==> src/rtl/morse_pkg.sv <==
// rtl/morse_pkg.sv - shared states, unit counts and ASCII-to-Morse code table
package morse_pkg;

   typedef enum logic [2:0] {
      IDLE,
      FETCH,
      LOOKUP,
      MARK,
      SPACE,
      LGAP,
      WGAP
   } state_t;

   localparam int DOT_U        = 1;
   localparam int DASH_U       = 3;
   localparam int ELEM_GAP_U   = 1;
   localparam int LGAP_U       = 3;
   localparam int WGAP_EXTRA_U = 4;

   localparam logic [7:0] ASCII_SPACE = 8'h20;

   // Returns {len[2:0], pat[4:0]}; pat[0] is sent first, 1 = dash, 0 = dot.
   // len = 0 marks a byte with no Morse encoding.
   function automatic logic [7:0] morse_code(input logic [7:0] c);
      logic [7:0] u;
      logic [7:0] code;
      u = ((c >= 8'h61) && (c <= 8'h7a)) ? (c - 8'h20) : c;
      case (u)
         8'h41: code = {3'd2, 5'b00010}; // A .-
         8'h42: code = {3'd4, 5'b00001}; // B -...
         8'h43: code = {3'd4, 5'b00101}; // C -.-.
         8'h44: code = {3'd3, 5'b00001}; // D -..
         8'h45: code = {3'd1, 5'b00000}; // E .
         8'h46: code = {3'd4, 5'b00100}; // F ..-.
         8'h47: code = {3'd3, 5'b00011}; // G --.
         8'h48: code = {3'd4, 5'b00000}; // H ....
         8'h49: code = {3'd2, 5'b00000}; // I ..
         8'h4a: code = {3'd4, 5'b01110}; // J .---
         8'h4b: code = {3'd3, 5'b00101}; // K -.-
         8'h4c: code = {3'd4, 5'b00010}; // L .-..
         8'h4d: code = {3'd2, 5'b00011}; // M --
         8'h4e: code = {3'd2, 5'b00001}; // N -.
         8'h4f: code = {3'd3, 5'b00111}; // O ---
         8'h50: code = {3'd4, 5'b00110}; // P .--.
         8'h51: code = {3'd4, 5'b01011}; // Q --.-
         8'h52: code = {3'd3, 5'b00010}; // R .-.
         8'h53: code = {3'd3, 5'b00000}; // S ...
         8'h54: code = {3'd1, 5'b00001}; // T -
         8'h55: code = {3'd3, 5'b00100}; // U ..-
         8'h56: code = {3'd4, 5'b01000}; // V ...-
         8'h57: code = {3'd3, 5'b00110}; // W .--
         8'h58: code = {3'd4, 5'b01001}; // X -..-
         8'h59: code = {3'd4, 5'b01101}; // Y -.--
         8'h5a: code = {3'd4, 5'b00011}; // Z --..
         8'h30: code = {3'd5, 5'b11111}; // 0 -----
         8'h31: code = {3'd5, 5'b11110}; // 1 .----
         8'h32: code = {3'd5, 5'b11100}; // 2 ..---
         8'h33: code = {3'd5, 5'b11000}; // 3 ...--
         8'h34: code = {3'd5, 5'b10000}; // 4 ....-
         8'h35: code = {3'd5, 5'b00000}; // 5 .....
         8'h36: code = {3'd5, 5'b00001}; // 6 -....
         8'h37: code = {3'd5, 5'b00011}; // 7 --...
         8'h38: code = {3'd5, 5'b00111}; // 8 ---..
         8'h39: code = {3'd5, 5'b01111}; // 9 ----.
         default: code = 8'h00;
      endcase
      return code;
   endfunction

endpackage

==> src/rtl/morse_unit_timer.sv <==
// rtl/morse_unit_timer.sv - Morse unit prescaler with clear and wrap tick
module morse_unit_timer
   import morse_pkg::*;
#(
   parameter int UNIT_CYCLES = 6_000_000
) (
   input  logic clk,
   input  logic reset,
   input  logic clear_i,
   output logic unit_tick_o
);

   localparam int            CW   = $clog2(UNIT_CYCLES + 1);
   localparam logic [CW-1:0] LAST = CW'(UNIT_CYCLES - 1);

   logic [CW-1:0] cnt_q;
   logic [CW-1:0] cnt_d;

   // The tick must not depend on clear_i: clear is derived from the FSM's
   // next state, which itself depends on this tick.
   assign unit_tick_o = (cnt_q == LAST);

   // Next count: restart on state entry or on wrap, otherwise advance.
   always_comb begin
      cnt_d = cnt_q + CW'(1);
      if (clear_i || (cnt_q == LAST)) begin
         cnt_d = '0;
      end
   end

   // Counter register.
   always_ff @(posedge clk) begin
      if (reset) begin
         cnt_q <= '0;
      end else begin
         cnt_q <= cnt_d;
      end
   end

endmodule

==> src/rtl/ascii_to_morse_encoder.sv <==
// rtl/ascii_to_morse_encoder.sv - UART rx FIFO bytes to Morse key line; SIDETONE_EN adds a gated sidetone
module ascii_to_morse_encoder
   import morse_pkg::*;
#(
   parameter int UNIT_CYCLES = 6_000_000,
   parameter int TONE_HALF   = 50_000
) (
   input  logic       clk,
   input  logic       reset,
   input  logic [7:0] r_data,
   input  logic       rx_empty,
   output logic       rd_uart,
   output logic       key,
   output logic       tone,
   output logic       busy
);

   state_t     state_q;
   state_t     state_d;
   logic [2:0] elem_q;
   logic [2:0] elem_d;
   logic [1:0] units_q;
   logic [1:0] units_d;
   logic [7:0] char_q;
   logic [7:0] char_d;

   logic [7:0] code;
   logic [2:0] code_len;
   logic [4:0] code_pat;
   logic [1:0] last_unit;
   logic       unit_tick;
   logic       unit_clear;

   // The code word is re-derived from the latched byte; char_q is stable
   // from LOOKUP until the character has been sent.
   assign code     = morse_code(char_q);
   assign code_len = code[7:5];
   assign code_pat = code[4:0];

   // Restarting the prescaler on every state entry makes each state last an
   // exact multiple of UNIT_CYCLES.
   assign unit_clear = (state_d != state_q);

   morse_unit_timer #(
      .UNIT_CYCLES (UNIT_CYCLES)
   ) u_unit_timer (
      .clk         (clk),
      .reset       (reset),
      .clear_i     (unit_clear),
      .unit_tick_o (unit_tick)
   );

   // Next-state and Moore outputs of the key sequencer.
   always_comb begin
      state_d   = state_q;
      elem_d    = elem_q;
      char_d    = char_q;
      rd_uart   = 1'b0;
      key       = 1'b0;
      busy      = 1'b1;
      last_unit = 2'd0;
      case (state_q)
         IDLE: begin
            busy = 1'b0;
            if (!rx_empty) begin
               state_d = FETCH;
            end
         end
         FETCH: begin
            rd_uart = 1'b1;
            char_d  = r_data;
            state_d = LOOKUP;
         end
         LOOKUP: begin
            if (char_q == ASCII_SPACE) begin
               state_d = WGAP;
            end else if (code_len != 3'd0) begin
               elem_d  = 3'd0;
               state_d = MARK;
            end else begin
               state_d = IDLE;
            end
         end
         MARK: begin
            key       = 1'b1;
            last_unit = code_pat[elem_q] ? 2'(DASH_U - 1) : 2'(DOT_U - 1);
            if (unit_tick && (units_q == last_unit)) begin
               state_d = ((elem_q + 3'd1) < code_len) ? SPACE : LGAP;
            end
         end
         SPACE: begin
            last_unit = 2'(ELEM_GAP_U - 1);
            if (unit_tick && (units_q == last_unit)) begin
               elem_d  = elem_q + 3'd1;
               state_d = MARK;
            end
         end
         LGAP: begin
            last_unit = 2'(LGAP_U - 1);
            if (unit_tick && (units_q == last_unit)) begin
               state_d = IDLE;
            end
         end
         WGAP: begin
            last_unit = 2'(WGAP_EXTRA_U - 1);
            if (unit_tick && (units_q == last_unit)) begin
               state_d = IDLE;
            end
         end
         default: begin
            state_d = IDLE;
         end
      endcase
   end

   // Unit counter: restarts on state entry, otherwise counts unit ticks.
   always_comb begin
      units_d = units_q;
      if (unit_clear) begin
         units_d = 2'd0;
      end else if (unit_tick) begin
         units_d = units_q + 2'd1;
      end
   end

   // Sequencer registers.
   always_ff @(posedge clk) begin
      if (reset) begin
         state_q <= IDLE;
         elem_q  <= 3'd0;
         units_q <= 2'd0;
         char_q  <= 8'h00;
      end else begin
         state_q <= state_d;
         elem_q  <= elem_d;
         units_q <= units_d;
         char_q  <= char_d;
      end
   end

`ifdef SIDETONE_EN
   localparam int            TW        = $clog2(TONE_HALF + 1);
   localparam logic [TW-1:0] TONE_LAST = TW'(TONE_HALF - 1);

   logic [TW-1:0] tdiv_q;
   logic [TW-1:0] tdiv_d;
   logic          tone_q;
   logic          tone_d;

   // Sidetone divider: runs only during a mark and restarts from silence.
   always_comb begin
      tdiv_d = tdiv_q + TW'(1);
      tone_d = tone_q;
      if (!key) begin
         tdiv_d = '0;
         tone_d = 1'b0;
      end else if (tdiv_q == TONE_LAST) begin
         tdiv_d = '0;
         tone_d = ~tone_q;
      end
   end

   // Sidetone registers.
   always_ff @(posedge clk) begin
      if (reset) begin
         tdiv_q <= '0;
         tone_q <= 1'b0;
      end else begin
         tdiv_q <= tdiv_d;
         tone_q <= tone_d;
      end
   end

   assign tone = tone_q & key;
`else
   assign tone = 1'b0;
`endif

endmodule

==> config.mk <==
export PLATFORM = sky130hd
export DESIGN_NAME = ascii_to_morse_encoder
export DESIGN_NICKNAME = d
export VERILOG_FILES = /design/src/rtl/morse_pkg.sv /design/src/rtl/morse_unit_timer.sv /design/src/rtl/ascii_to_morse_encoder.sv
export SDC_FILE = /design/constraint.sdc
export NUM_CORES = 1
export LEC_CHECK = 0
export BUFFER_PORTS_ARGS = -buffer_cell sky130_fd_sc_hd__buf_2
export CAP_MARGIN = 20
export CORE_MARGIN = 1.5
export CORE_UTILIZATION = 58
export CTS_BUF_LIST = sky130_fd_sc_hd__clkbuf_4
export CTS_CLUSTER_SIZE = 24
export DETAILED_ROUTE_END_ITERATION = 8
export PLACE_DENSITY = 0.89
export SETUP_SLACK_MARGIN = 0.3
export SLEW_MARGIN = 20
export SYNTH_ARGS = -nofsm -noshare
export SYNTH_HDL_FRONTEND = slang
export SYNTH_SLANG_ARGS = --single-unit
==> constraint.sdc <==
create_clock -name clk -period 2.9 [get_ports clk]
set_input_delay 0.435 -clock clk [delete_from_list [all_inputs] [get_ports clk]]
set_output_delay 0.435 -clock clk [all_outputs]
set_load 0.005 [all_outputs]
==> run_results.csv <==
group,metric,value,unit
timing,fin_tns_setup,0,ns
clocking,cts_sinks,39,
critical_path,crit_chain,"buf_6 > nor2b_1 > o211ai_1 > a32oi_2 > o31ai_2 > nand3b_1 > ha_4 > or3_4 > a211oi_2 > a21o_1 > a21o_1 > a211oi_1",
placed_design,port_buffers,13,
placed_design,dpl_cell_area,3150,µm²
cells_and_area,final_layout_size_suffix_gt1_frac,0.195,
grt,grt_pass1_wl,12.4,mm
timing,timing.fmax,0.374,GHz
critical_path,cpPeakStageDelay,0.40,ns
drt,detail_route.first_pass.iterations,5,
clocking,clk_latency,0.35,ns
clocking,cts_tree,"done",
critical_path,start_kind,"register",
clocking,cts_hold_buf,0,
drt,wl,7.59,mm
min_path,hold_path_class,"in2reg",
power,sw_frac_of_total,0.305,
die,initial_core_util,0.618,
critical_path,worstSetupPathType,"reg2reg",
clocking,root_buffer,"clkbuf_4",
die,die_x,74.9,µm
synth,yosys_warnings,0,
synth,syn_nets,406,
timing,finClkSkew,0.0230,ns
grt,grt_pass1_vias,2734,
critical_path,reg2reg_depth,12,
drt,drc,0,
timing,rsz0062_at_grt,"true",
timing,setup_violations,0,
synth,ys.flop_type,"dfxtp_1",
clocking,cts_made_buffers,5,
synth,synthesis.area,3000,µm²
die,pin_count,15,
synth,synth_edf_count,0,
run,maxCapViolations,0,
timing,worst_pin_slew,0.507,ns
cells_and_area,diodes,0,
die,die_area,5610,µm²
cells_and_area,fill_cells,374,
power,combPwrFrac,0.203,
grt,grtUsageTotal,0.283,
timing,hold_viol_final,0,
run_status,outcome,"finished clean",
die,die_y,74.9,µm
die,rows,25,
cells_and_area,final_cell_area,3340,µm²
power,seq_power_share,0.483,
timing,slew_violations,0,
critical_path,crit_path_start,"char_q[1]",
power,vdd.ir_drop.worst,294,µV
synth,avgSynthCellArea,7.91,µm²
placed_design,gp_congestion,0.961,
drt,avgRoutedWirePerCell,16.4,µm
synth,synth_top_cell_area_share,0.261,
timing,max_slew_margin,0.662,
drt,ant_nets,0,
timing,min_period,2.68,ns
drt,viasPerCell,6.31,
critical_path,endpoint,"units_q[1]",
synth,ys_seq_area_frac,0.261,
critical_path,path_common_cell,"a21o_1",
cells_and_area,syn_to_final_growth,11.4,%
synth,async_reset_ff_frac,0,
critical_path,timing.rr.start,"char_q[1]",
critical_path,r2r-end,"units_q[1]",
clocking,htree_levels,2,
critical_path,endpoint_kind,"register",
timing,period_share,0.923,
synth,synth.distinct_cells,71,
drt,num_vias,2914,
critical_path,crit_fanout,8,
grt,antenna_found_initial,0,
placed_design,post-dp-hpwl,5.39,mm
clocking,cts_buffer_depth,2,
drt,drt_iter0_markers,290,
power,p_leak,1.11,nW
critical_path,reg2reg_setup_slack,0.22,ns
synth,ys_ff_latch,39,
clocking,clk_pin_slew_worst_paths,0.13,ns
critical_path,slowest_stage,"dfxtp_4",
synth,syn_inst,379,
die,coreArea,4850,µm²
critical_path,cp.arrival,2.90,ns
grt,grt_overflow,0,
synth,synth_area_leaders,"dfxtp_1 (26%), ha_1 (6.7%), nand2_1 (5.0%)",
synth,yosys.area.top_type,"dfxtp_1",
critical_path,cp.required,3.13,ns
cells_and_area,nNetsFinal,421,
min_path,whs_path_depth,3,
power,p_per_area,353,nW/µm²
power,p_int,0.000820,W
power,clkPwrFrac,0.314,
grt,grt_max_degree,16,
power,p_switching,0.000359,W
## cells in the final DEF (no fill, tap or decap), types with 4 or more instances in the layout
cell and instances:
ha_1 12, inv_1 16, a21oi_1 22, dfxtp_1 34, nor2_4 8, a31oi_1 5
a211oi_1 12, buf_2 13, o21ai_0 10, o31ai_1 5, nand2b_1 11, o211ai_1 5
nor2_1 29, mux2i_1 5, nand4_1 9, xnor2_1 14, nand3_1 14, nand3b_1 5
clkbuf_4 5, nor3_1 4, xor2_1 8, dfxtp_4 4, buf_4 16, and3_1 4
nand2_1 40
## logic make-up (layout without fill, tap and decap cells)
logic type / count (synthesis) / count (layout) / synth area share
AO/OA/AOI/OAI: 95 / 95 / 0.221
XOR/XNOR: 22 / 22 / 0.0643
adder cells (fa/ha/maj): 16 / 16 / 0.0668
buffers and inverters: 42 / 58 / 0.0618
flip-flops: 39 / 39 / 0.261
multiplexers: 8 / 8 / 0.0292
other: 1 / 1 / 0.00125
AND/OR/NAND/NOR: 156 / 156 / 0.295
## cells in the mapped netlist (8+ instances only)
cell type	n
a21oi_1	23
nor2_4	8
dfxtp_1	39
o21ai_0	10
clkbuf_1	13
xnor2_1	14
ha_1	16
nand3_1	15
nand2b_1	11
xor2_1	8
a211oi_1	13
inv_1	18
nor2_1	29
nand4_1	9
nand2_1	40
## how the worst min path moves through the flow
stage	start	endpoint	slack, ns
after floorplan	u_unit_timer.cnt_q[0]	u_unit_timer.cnt_q[0]	0.44
after global routing	r_data[1]	char_q[1]	0.33
after detailed placement	u_unit_timer.cnt_q[0]	u_unit_timer.cnt_q[0]	0.46
final	r_data[1]	char_q[1]	0.32
after CTS	r_data[1]	char_q[1]	0.31
after global placement	u_unit_timer.cnt_q[0]	u_unit_timer.cnt_q[0]	0.45
## sequential cells by signal (all words and copies together) (netlist names)
| register | count |
|---|---|
| u_unit_timer.cnt_q | 23 |
| char_q | 8 |
| elem_q | 3 |
| state_q | 3 |
| units_q | 2 |
## power by group through the flow
stage	sequential [W]	clock (W)	combinational, W
2_1_floorplan	0.000569	0	0.000184
3_3_place_gp	0.000582	0	0.000213
3_5_place_dp	0.000583	0	0.000216
4_1_cts	0.000569	0.000376	0.000230
5_1_grt	0.000573	0.000394	0.000258
6_report	0.000570	0.000370	0.000239
## layout make-up
type                       count  area, µm²  share of cell area
multi-input combinational    298       2100               0.630
sequential                    39        797               0.239
timing repair buffer          30        196              0.0588
tap                           67       83.8              0.0251
inverter                      20       77.6              0.0232
clock inverter                 3       43.8              0.0131
clock buffer                   5       37.5              0.0112
## stage by stage
step	hold slack [ns]	setup WS, ns	util	cells	power, W
after global placement	0.452	0.192	0.649	446	0.000795
after CTS	0.312	0.283	0.684	462	0.00118
after global routing	0.327	0.0357	0.689	462	0.00122
after floorplan	0.440	0.310	-	379	0.000753
final	0.321	0.224	0.689	462	0.00118
after detailed placement	0.458	0.167	0.649	446	0.000799
## timing repair
action                     in CTS  in global routing
pin swaps                       6                  2
setup buffers                   8                  0
setup endpoints to repair       9                 20
gates cloned                    0                  0
resized for setup               9                  6
## worst max-delay path, delay by kind of cell (launching register included)
| kind | cells | cell delay, ns |
|---|---|---|
| AOI/OAI and AO/OA | 7 | 1.21 |
| adders and majority gates | 1 | 0.19 |
| buffers and inverters | 1 | 0.12 |
| DFF | 1 | 0.40 |
| and+or+nand+nor | 3 | 0.64 |
## metal layers
metal	global-route usage	wire length, µm
met1	0.345	3150
met2	0.503	3830
met3	0.0482	467
met4	0.0949	146
met5	0	0
(Power assumes the default switching activity.)
